$ cat config.mk
export PLATFORM = sky130hd
export DESIGN_NAME = laser_search_ctrl_flat
export DESIGN_NICKNAME = d
export VERILOG_FILES = /design/src/rtl/laser_search_if.sv /design/src/rtl/laser_search_ctrl.sv /design/src/flat_wrapper.sv
export SDC_FILE = /design/constraint.sdc
export NUM_CORES = 1
export LEC_CHECK = 0
export ABC_AREA = 1
export CAP_MARGIN = 20
export CORE_MARGIN = 8
export CORE_UTILIZATION = 55
export DETAILED_ROUTE_END_ITERATION = 6
export PLACE_DENSITY = 0.79
export SYNTH_ARGS = -nofsm -noshare
export SYNTH_HDL_FRONTEND = slang
export SYNTH_SLANG_ARGS = --single-unit
$ cat constraint.sdc
create_clock -name i_clk -period 2.2 [get_ports i_clk]
set_input_delay 0.44 -clock i_clk [delete_from_list [all_inputs] [get_ports i_clk]]
set_output_delay 0.44 -clock i_clk [all_outputs]
set_load 0.05 [all_outputs]
$ cat src/rtl/laser_search_if.sv
// Controller-to-datapath bundle for the laser coverage search.
// cand_valid qualifies cand for one cycle; gain for it returns GAIN_LAT cycles later with no backpressure.
interface laser_search_if;
  logic       load_en;
  logic [5:0] pt_idx;
  logic       cand_valid;
  logic [7:0] cand;
  logic       excl_en;
  logic [7:0] excl;
  logic [5:0] gain;
  logic [3:0] c1x;
  logic [3:0] c1y;
  logic [3:0] c2x;
  logic [3:0] c2y;
  logic       done;

  modport master (
    output load_en, pt_idx, cand_valid, cand, excl_en, excl,
    output c1x, c1y, c2x, c2y, done,
    input  gain
  );

  modport slave (
    input  load_en, pt_idx, cand_valid, cand, excl_en, excl,
    input  c1x, c1y, c2x, c2y, done,
    output gain
  );
endinterface

$ cat src/rtl/laser_search_ctrl.sv
// Sequencer: loads 40 points, then alternates C1/C2 best-gain scans over the 16x16 grid
// until a slot stops moving or the pass limit is hit, and publishes the centers.
module laser_search_ctrl #(
  parameter int GAIN_LAT = 1,
  parameter int MAX_PASS = 8
) (
  input  logic           i_clk,
  input  logic           i_rst_n,
  laser_search_if.master m_bus,
  output logic [2:0]     o_dbg_state
);
  typedef enum logic [2:0] {S_LOAD, S_SCAN, S_WAIT, S_EVAL, S_OUT} state_t;

  state_t              r_state, w_state_n;
  logic                r_run;
  logic [8:0]          r_cnt, w_cnt_n;
  logic                r_init, r_slot;
  logic [3:0]          r_pass;
  logic [7:0]          r_c1, r_c2, r_best_idx;
  logic [5:0]          r_best_gain;
  logic [15:0]         r_res;
  logic [GAIN_LAT-1:0] r_tag_v, r_tag_seed;
  logic [7:0]          r_tag_idx [GAIN_LAT];

  logic [7:0] w_cur, w_oth, w_cand;
  logic       w_load, w_scan, w_seed, w_scan_last, w_stop, w_take;

  assign w_load      = r_run && (r_state == S_LOAD);
  assign w_scan      = r_run && (r_state == S_SCAN);
  assign w_cur       = r_slot ? r_c2 : r_c1;
  assign w_oth       = r_slot ? r_c1 : r_c2;
  // Refinement scans spend count 0 on the baseline, so the grid index lags the count by one.
  assign w_seed      = !r_init && (r_cnt == 9'd0);
  assign w_cand      = r_init ? r_cnt[7:0] : (w_seed ? w_cur : r_cnt[7:0] - 8'd1);
  assign w_scan_last = r_init ? (r_cnt == 9'd255) : (r_cnt == 9'd256);
  assign w_stop      = !r_init && ((r_best_idx == w_cur) || (r_pass == 4'(MAX_PASS - 1)));
  assign w_take      = r_tag_v[GAIN_LAT-1] &&
                       (r_tag_seed[GAIN_LAT-1] || (m_bus.gain > r_best_gain));

  always_ff @(posedge i_clk) begin
    if (!i_rst_n) begin
      r_state <= S_LOAD;
      r_cnt   <= '0;
      r_run   <= 1'b0;
    end else begin
      r_run   <= 1'b1;
      r_state <= w_state_n;
      r_cnt   <= w_cnt_n;
    end
  end

  always_comb begin
    w_state_n = r_state;
    w_cnt_n   = r_cnt;
    if (r_run) begin
      case (r_state)
        S_LOAD: begin
          w_cnt_n = r_cnt + 9'd1;
          if (r_cnt == 9'd39) begin
            w_state_n = S_SCAN;
            w_cnt_n   = '0;
          end
        end
        S_SCAN: begin
          w_cnt_n = r_cnt + 9'd1;
          if (w_scan_last) begin
            w_state_n = S_WAIT;
            w_cnt_n   = '0;
          end
        end
        S_WAIT: begin
          w_cnt_n = r_cnt + 9'd1;
          if (r_cnt == 9'(GAIN_LAT - 1)) begin
            w_state_n = S_EVAL;
            w_cnt_n   = '0;
          end
        end
        S_EVAL: begin
          w_cnt_n   = '0;
          w_state_n = w_stop ? S_OUT : S_SCAN;
        end
        S_OUT: begin
          w_cnt_n   = '0;
          w_state_n = S_LOAD;
        end
        default: begin
          w_cnt_n   = '0;
          w_state_n = S_LOAD;
        end
      endcase
    end
  end

  always_ff @(posedge i_clk) begin
    if (!i_rst_n) begin
      r_init      <= 1'b1;
      r_slot      <= 1'b0;
      r_pass      <= '0;
      r_c1        <= '0;
      r_c2        <= '0;
      r_best_idx  <= '0;
      r_best_gain <= '0;
      r_res       <= '0;
      r_tag_v     <= '0;
      r_tag_seed  <= '0;
      for (int i = 0; i < GAIN_LAT; i++) r_tag_idx[i] <= '0;
    end else begin
      r_tag_v[0]    <= w_scan;
      r_tag_seed[0] <= w_scan && w_seed;
      r_tag_idx[0]  <= w_cand;
      for (int i = 1; i < GAIN_LAT; i++) begin
        r_tag_v[i]    <= r_tag_v[i-1];
        r_tag_seed[i] <= r_tag_seed[i-1];
        r_tag_idx[i]  <= r_tag_idx[i-1];
      end
      if (w_take) begin
        r_best_gain <= m_bus.gain;
        r_best_idx  <= r_tag_idx[GAIN_LAT-1];
      end
      if (r_run) begin
        case (r_state)
          S_LOAD: begin
            r_init      <= 1'b1;
            r_slot      <= 1'b0;
            r_pass      <= '0;
            r_c2        <= '0;
            r_best_gain <= '0;
            r_best_idx  <= '0;
          end
          S_EVAL: begin
            if (r_slot) r_c2 <= r_best_idx;
            else        r_c1 <= r_best_idx;
            r_best_gain <= '0;
            r_best_idx  <= '0;
            if (r_init) begin
              r_init <= 1'b0;
              r_slot <= 1'b1;
            end else if (w_stop) begin
              r_res <= r_slot ? {r_best_idx, r_c1} : {r_c2, r_best_idx};
            end else begin
              r_slot <= !r_slot;
              r_pass <= r_pass + 4'd1;
            end
          end
          default: ;
        endcase
      end
    end
  end

  assign m_bus.load_en    = w_load;
  assign m_bus.pt_idx     = w_load ? r_cnt[5:0] : 6'd0;
  assign m_bus.cand_valid = w_scan;
  assign m_bus.cand       = w_scan ? w_cand : 8'd0;
  assign m_bus.excl_en    = r_run && !r_init && ((r_state == S_SCAN) || (r_state == S_WAIT));
  assign m_bus.excl       = m_bus.excl_en ? w_oth : 8'd0;
  assign m_bus.done       = r_run && (r_state == S_OUT);
  assign m_bus.c1x        = r_res[3:0];
  assign m_bus.c1y        = r_res[7:4];
  assign m_bus.c2x        = r_res[11:8];
  assign m_bus.c2y        = r_res[15:12];
  assign o_dbg_state      = r_state;
endmodule
$ cat src/flat_wrapper.sv
// flat-port wrapper written by rule: the top's interface ports become plain ports
module laser_search_ctrl_flat 
#(
  parameter int GAIN_LAT = 1,
  parameter int MAX_PASS = 8
)
  (i_clk, i_rst_n, o_dbg_state, m_bus_load_en, m_bus_pt_idx, m_bus_cand_valid, m_bus_cand, m_bus_excl_en, m_bus_excl, m_bus_c1x, m_bus_c1y, m_bus_c2x, m_bus_c2y, m_bus_done, m_bus_gain);
  laser_search_if m_bus_i ();
  input  logic i_clk;
  input  logic i_rst_n;
  output logic [2:0] o_dbg_state;
  output wire logic [$bits(m_bus_i.load_en)-1:0] m_bus_load_en;
  output wire logic [$bits(m_bus_i.pt_idx)-1:0] m_bus_pt_idx;
  output wire logic [$bits(m_bus_i.cand_valid)-1:0] m_bus_cand_valid;
  output wire logic [$bits(m_bus_i.cand)-1:0] m_bus_cand;
  output wire logic [$bits(m_bus_i.excl_en)-1:0] m_bus_excl_en;
  output wire logic [$bits(m_bus_i.excl)-1:0] m_bus_excl;
  output wire logic [$bits(m_bus_i.c1x)-1:0] m_bus_c1x;
  output wire logic [$bits(m_bus_i.c1y)-1:0] m_bus_c1y;
  output wire logic [$bits(m_bus_i.c2x)-1:0] m_bus_c2x;
  output wire logic [$bits(m_bus_i.c2y)-1:0] m_bus_c2y;
  output wire logic [$bits(m_bus_i.done)-1:0] m_bus_done;
  input wire logic [$bits(m_bus_i.gain)-1:0] m_bus_gain;
  assign m_bus_load_en = m_bus_i.load_en;
  assign m_bus_pt_idx = m_bus_i.pt_idx;
  assign m_bus_cand_valid = m_bus_i.cand_valid;
  assign m_bus_cand = m_bus_i.cand;
  assign m_bus_excl_en = m_bus_i.excl_en;
  assign m_bus_excl = m_bus_i.excl;
  assign m_bus_c1x = m_bus_i.c1x;
  assign m_bus_c1y = m_bus_i.c1y;
  assign m_bus_c2x = m_bus_i.c2x;
  assign m_bus_c2y = m_bus_i.c2y;
  assign m_bus_done = m_bus_i.done;
  assign m_bus_i.gain = m_bus_gain;
  laser_search_ctrl #(.GAIN_LAT(GAIN_LAT), .MAX_PASS(MAX_PASS)) u_core (.i_clk(i_clk), .i_rst_n(i_rst_n), .m_bus(m_bus_i), .o_dbg_state(o_dbg_state));
endmodule
==> metrics.txt <==
Final Max Slew Viols=0; Reg clk slew, reported paths=~0.08 ns; Placed Cells=786; Pint=2080 uW; Top delay family on crit path=buffers and inverters; Worst Hold Endpoint=u_core.r_best_gain[4]; Placement Rows=31; Die Ht=101 um; Setup TNS Final=-1.26 ns; 1st-iter DRT viols=about 310; Leakage Power=0.00236 uW; Worst Max-Slew Pin Slew=about 0.52 ns; period utilization=1.09; max cap viols=0; hold bufs inserted after CTS=0; fin crit period=2.39 ns; starting density of the core=0.561; Die Width=around 100 um; CTS Root Cell=clkbuf_8; synthesized instance count=622; final hold vios=0; GP Congestion=0.903; post-synth top area share=0.375; Nets=722; WHS Path Cells=2; WL final=11.9 mm; fmax=418 MHz; Reg2Reg Depth=14; Commonest cells post-synth=nand2_1, nor2_1, dfxtp_1; async set or reset register ratio after synthesis=0; Power Dens Cells=542 nW/um^2; unrepaired setup endpoints after global routing=true; Max VDD drop=0.413 mV; Inserted Clock Buffers=9; share of cells above drive strength 1=0.223; CP Class=reg2out; most frequent cell after synthesis=nand2_1; CP startpoint kind=register; # diodes=0; vias in the first global route=approximately 4,200; synthesis-to-layout area growth=41.0%; HP Class=reg2reg; drt drc=0; largest area contributor in the netlist=dfxtp_1; vias per cell=5.47; CTS tree=done; dpl ws=-0.152 ns; Buffers on Ports=52; antenna violations before repair=0; Comb power frac=0.219; Sequential Power Share=0.471; Crit-path slowest cell=dfxtp_2; clk_lat worst skew=0.34 ns; final cell count without fillers=808; Mapped Avg Cell Area=6.43 sq um; htree depth=3; Crit path largest cell delay=0.33 ns; status=finished with violations; Net Sw Power=a little under 1000 uW; Via Count=4,422; CP Capture Type=output pin; predominant post-synthesis flop cell=dfxtp_1; Synth Register Bits=75; EDFF count, synth=0; largest net degree at the start of global routing=29; Slew headroom=0.650; setup ws final=-0.195 ns; hold_ws=around 0.46 ns; clock sink total=75; die area=10,300 sq um; sequential share of the synthesized area=0.375; WP buf/inv=4; Clock Skew=0.00974 ns; Max FO, Critical Path=2; critical hold path startpoint=u_core.r_best_gain[4]; Critical Path RT=1.76 ns; syn_nets=around 640; area of the core=7140 sq um; global-route wire length before repair=18.9 mm; num ports=53; Synth Warn #=0; Crit path arrival time=1.95 ns; Synth cell types=30; grt ovf=0; Bufs on Longest Clock Path=2; CP Launch Point=u_core.r_cnt[1]; Top cell by count, worst path=buf_4; drt pass-1 iters=5; failing checks=setup timing; Critical R2R Launch=u_core.r_slot; post-route ant nets=0; clock share of power=0.310; Synth area leaders=dfxtp_1, nand2_1, nor2_1; Design Power=3060 uW; worst path cell trace=inv_2 -> ha_4 -> nand2_2 -> nor2_2 -> nand4_1 -> buf_4 -> nand2_1 -> o21ai_1 -> a21oi_1 -> buf_4 -> nor2_4 -> buf_6; Post-Syn Area=about 4000 sq um; setup violators final=11; dpl hpwl=8.21 mm; gr usage total=0.227; DR WL/cell=between 10 and 15 um; Sw Ratio=0.320; RR Endpoint=u_core.r_res[2]; reg2reg setup slack=0.16 ns
[routing by layer]
metal | up-vias | track usage | wire (um)
li1 | 2156 | - | -
met3 | 39 | 0.0392 | 752
met1 | 2043 | 0.253 | 4740
met5 | - | 0 | 0
met4 | 0 | 0.0951 | 294
met2 | 184 | 0.414 | 6160
[flip-flops by register name, summed over array words and instances, names as in the netlist]
register	cells
u_core.r_run	1
u_core.r_init	1
u_core.r_tag_seed	1
u_core.r_c2	8
u_core.r_pass	4
u_core.r_cnt	9
u_core.r_best_idx	8
u_core.r_slot	1
u_core.r_c1	8
u_core.r_tag_idx	8
u_core.r_res	16
u_core.o_dbg_state	3
u_core.r_tag_v	1
u_core.r_best_gain	6
[cell families after synthesis]
kind of cell	after synthesis	synth area share
AOI/OAI and AO/OA	116	0.159
xor gates and xnor gates	6	0.0131
adders and majority gates	9	0.0281
buffers and inverters	101	0.101
DFF	75	0.375
and+or+nand+nor	315	0.323
[how the worst max path moves through the flow]
stage	to	slack, ns	cells past startpoint
after floorplan	m_bus_excl[1]	-0.20	6
after CTS	m_bus_cand[5]	-0.20	13
after detailed placement	u_core.r_best_gain[2]	-0.15	11
final	m_bus_cand[0]	-0.19	12
after global placement	u_core.r_best_idx[7]	0.005	11
after global routing	m_bus_cand[5]	-0.26	13
[layout by cell type, fill, tap and decap left out, types with 2 or more instances in the layout]
cell type,instances
nor2_4,22
inv_2,8
xor2_1,6
nand3_1,27
nand3b_1,3
ha_1,8
a21oi_1,53
buf_4,35
o211ai_1,3
nand4_1,7
dfxtp_4,3
clkinvlp_4,2
a21oi_2,4
dfxtp_1,69
nor3_4,3
nand2_1,157
nor3_1,2
buf_8,3
inv_4,5
clkinv_2,3
o21ai_0,34
nand3_2,4
o21ai_1,2
a21o_1,2
a211oi_1,9
o221ai_2,2
clkbuf_8,10
clkdlybuf4s50_1,26
a21oi_4,3
nor2_1,77
o21ai_4,2
buf_12,20
buf_6,10
nand2_2,3
inv_1,65
dfxtp_2,3
or2_2,2
nor2_2,5
[power by group through the flow]
stage	logic, uW	clock network, uW	registers (uW)
6_report	668	949	1440
5_1_grt	725	1010	1440
4_1_cts	610	948	1430
3_5_place_dp	563	0	1460
3_3_place_gp	547	0	1460
2_1_floorplan	362	0	1470
[tightest hold or removal path, cell delays in order (launching register included)]
cell     delay [ns]
dfxtp_1        0.31
inv_1          0.06
a21oi_1        0.06
[layout make-up]
| class | count | area [sq um] |
|---|---|---|
| Multi-Input combinational cell | 446 | 2440 |
| Inverter | 79 | 315 |
| Tap cell | 99 | 124 |
| Clock buffer | 10 | 138 |
| Fill cell | 522 | 1490 |
| Sequential cell | 75 | 1520 |
| Timing Repair Buffer | 94 | 1080 |
| Clock inverter | 5 | 28.8 |
[what timing repair did]
item | 4_1_cts | 5_1_grt
gates cloned | 0 | 1
buffers inserted | 4 | 3
endpoints found under the setup margin | 23 | 45
pin swaps | 9 | 11
gates resized for setup | 45 | 38
[through the flow]
stage                      util  cell area [sq um]
after CTS                 0.769               5490
final                     0.791               5640
after global routing      0.791               5640
after global placement    0.718               5130
after detailed placement  0.718               5130
after floorplan               -               4160
Note: power is estimated with default switching activity, not from simulation.
==> RTL edit, RTL diff (same settings) <==
`GAIN_LAT` is set to 1 in 2 places; all go to 2.
--- a/src/rtl/laser_search_ctrl.sv
+++ b/src/rtl/laser_search_ctrl.sv
@@ -1,7 +1,7 @@
 // Sequencer: loads 40 points, then alternates C1/C2 best-gain scans over the 16x16 grid
 // until a slot stops moving or the pass limit is hit, and publishes the centers.
 module laser_search_ctrl #(
-  parameter int GAIN_LAT = 1,
+  parameter int GAIN_LAT = 2,
   parameter int MAX_PASS = 8
 ) (
   input  logic           i_clk,
--- a/src/flat_wrapper.sv
+++ b/src/flat_wrapper.sv
@@ -1,7 +1,7 @@
 // flat-port wrapper written by rule: the top's interface ports become plain ports
 module laser_search_ctrl_flat 
 #(
-  parameter int GAIN_LAT = 1,
+  parameter int GAIN_LAT = 2,
   parameter int MAX_PASS = 8
 )
   (i_clk, i_rst_n, o_dbg_state, m_bus_load_en, m_bus_pt_idx, m_bus_cand_valid, m_bus_cand, m_bus_excl_en, m_bus_excl, m_bus_c1x, m_bus_c1y, m_bus_c2x, m_bus_c2y, m_bus_done, m_bus_gain);
Function: no difference found for any inputs over 10 cycles, from zero or initial values and one cycle with i_rst_n low; that may be too few to reach the edited logic, so the function may still have changed.
==> RTL edit against the original RTL <==
Highest routed layer unchanged. Synthesized area is 9.3% higher. Combinational power increased by 35%. Critical path type unchanged. Total power up 29%. Maximum frequency down 7.2%. Clock power grew 49%. Routed wire length up 29%. Design area up 15%. Worst setup slack worse by 0.19 ns. The flow still finishes with violations (negative setup slack). Sequential cell count increased by 10.
==> RTL edit: results (changes against the original RTL) <==
syn-num-nets: 644  # +0.78%
grt_usage_pct: 25.2  # +2.5 points
gr-usage-met1_pct: 27.2  # +1.9 points
nets: 757  # +4.8%
ys.flop_type: "dfxtp_1"
hpwl_um: 9400  # +14%
r2r_cells: 13  # -1
netlist_top_cells_count: "nand2_1, dfxtp_1, a21oi_1"
drtPass1Iterations: 5  # unchanged
grt_pass1_wl_um: 22900  # +22%
cts.clk_slew.worst_paths_ns: 0.10  # +0.02 ns
cts_buffers: 9  # unchanged
clock-root-buffer: "clkbuf_8"
vias: 4976  # +13%
clk_path_buf_depth: 2  # unchanged
ys_seq_area_share_pct: 38.9  # +1.4 points
violations: "negative setup slack"
yosys-top-cells-area: "dfxtp_1, nand2_1, a21oi_1, o21ai_0, inv_1"
max_slew_margin_pct: 55.6  # -9.4 points
top_regs: "u_core.r_res: 16 flops, u_core.r_tag_idx: 16 flops, u_core.r_cnt: 9 flops"
antenna_found_initial: 0  # unchanged
gr-usage-met3_pct: 4.42  # +0.51 points
path_max_fanout: 5  # +3
finalSetupViolCount: 18  # +7
power_leakage_nw: 2.60  # +10%
finalWirelength_um: 15400  # +29%
drive_above_1_share_pct: 30.7  # +8.4 points
arrival_ns: 2.14  # +0.19 ns
r2r_slack_ns: 0.10  # -0.06 ns
drtIter0Drc: 451  # +47%
num_antenna_cells: 0  # unchanged
place_area_mm2: 0.00574  # +12%
dp_slack_ns: -0.138  # +0.0141 ns
hold_slack_ns: 0.420  # -0.0449 ns
gp_congestion: 0.937  # +3.7%
setup_slack_ns: -0.381  # -0.186 ns
clk_latency_ns: 0.37  # +0.03 ns
grt_max_degree: 44  # +52%
io_buffers: 52  # unchanged
ys_types: 38  # +27%
fin_skew_ns: 0.0148  # +0.00510 ns
status: "finished with violations"
peakVddDrop_mv: 0.408  # -1.2%
met2_usage_pct: 44.9  # +3.5 points
htree_levels: 3  # unchanged
-- RTL edit: power breakdown --
part	internal, W	total, W	switching, W	leakage (nW)
registers	0.00158	0.00163	0.0000451	0.693
clock network	0.000772	0.00141	0.000639	0.126
logic	0.000345	0.000899	0.000553	1.78
-- RTL edit: worst paths after layout --
check / startpoint / endpoint
setup / recovery: u_core.r_cnt[0] / m_bus_cand[0]
hold / removal: u_core.r_tag_idx[0][4] / u_core.r_tag_idx[0][12]
setup reg to reg: u_core.r_slot / u_core.r_res[9]
hold reg to reg: u_core.r_tag_idx[0][4] / u_core.r_tag_idx[0][12]
-- RTL edit: per-layer routing --
metal / wire, um / vias to the layer above
li1: - / 2288
met1: 5680 / 2301
met2: 7750 / 297
met3: 1170 / 90
met4: 763 / 0
met5: 0 / -
-- RTL edit: final cells by class --
| cell class | count | area (um2) |
|---|---|---|
| Inverter | 73 | 303 |
| Fill cell | 427 | 1260 |
| Sequential cell | 85 | 1720 |
| Clock buffer | 9 | 124 |
| Tap cell | 102 | 128 |
| Timing Repair inverter | 1 | 7.51 |
| Timing Repair Buffer | 129 | 1420 |
| Clock inverter | 7 | 128 |
| Multi-Input combinational cell | 439 | 2630 |
-- RTL edit: logic make-up after synthesis --
kind of cell / share of synthesized area (%)
AO/OA/AOI/OAI: 18.3
XOR/XNOR: 1.20
adder cells (fa/ha/maj): 3.15
buffers and inverters: 10.3
flip-flops: 38.9
AND/OR/NAND/NOR: 28.2
-- RTL edit: stage by stage --
| step | cells | total power [W] | setup TNS [ns] |
|---|---|---|---|
| final | 845 | 0.00394 | -5.59 |
| after floorplan | 625 | 0.00213 | -6.98 |
| after global routing | 845 | 0.00405 | -7.30 |
| after detailed placement | 800 | 0.00234 | -1.12 |
| after global placement | 800 | 0.00232 | -0.0189 |
| after CTS | 837 | 0.00382 | -3.52 |
-- RTL edit: what timing repair did --
| action | 4_1_cts | 5_1_grt |
|---|---|---|
| gates resized for setup | 44 | 35 |
| setup endpoints to repair | 23 | 46 |
| cloned | 0 | 1 |
| buffers inserted | 22 | 8 |
| pin swaps | 15 | 13 |
| hold buffers | 0 | 0 |
-- RTL edit: critical path, stage by stage, from the launching register on --
cell	delay, ns
dfxtp_4	0.38
inv_6	0.07
ha_4	0.13
nand3_2	0.09
nor2_4	0.23
buf_6	0.15
inv_4	0.05
nand2_1	0.09
o211a_1	0.16
a21oi_2	0.04
buf_4	0.14
nor2_4	0.08
buf_6	0.16
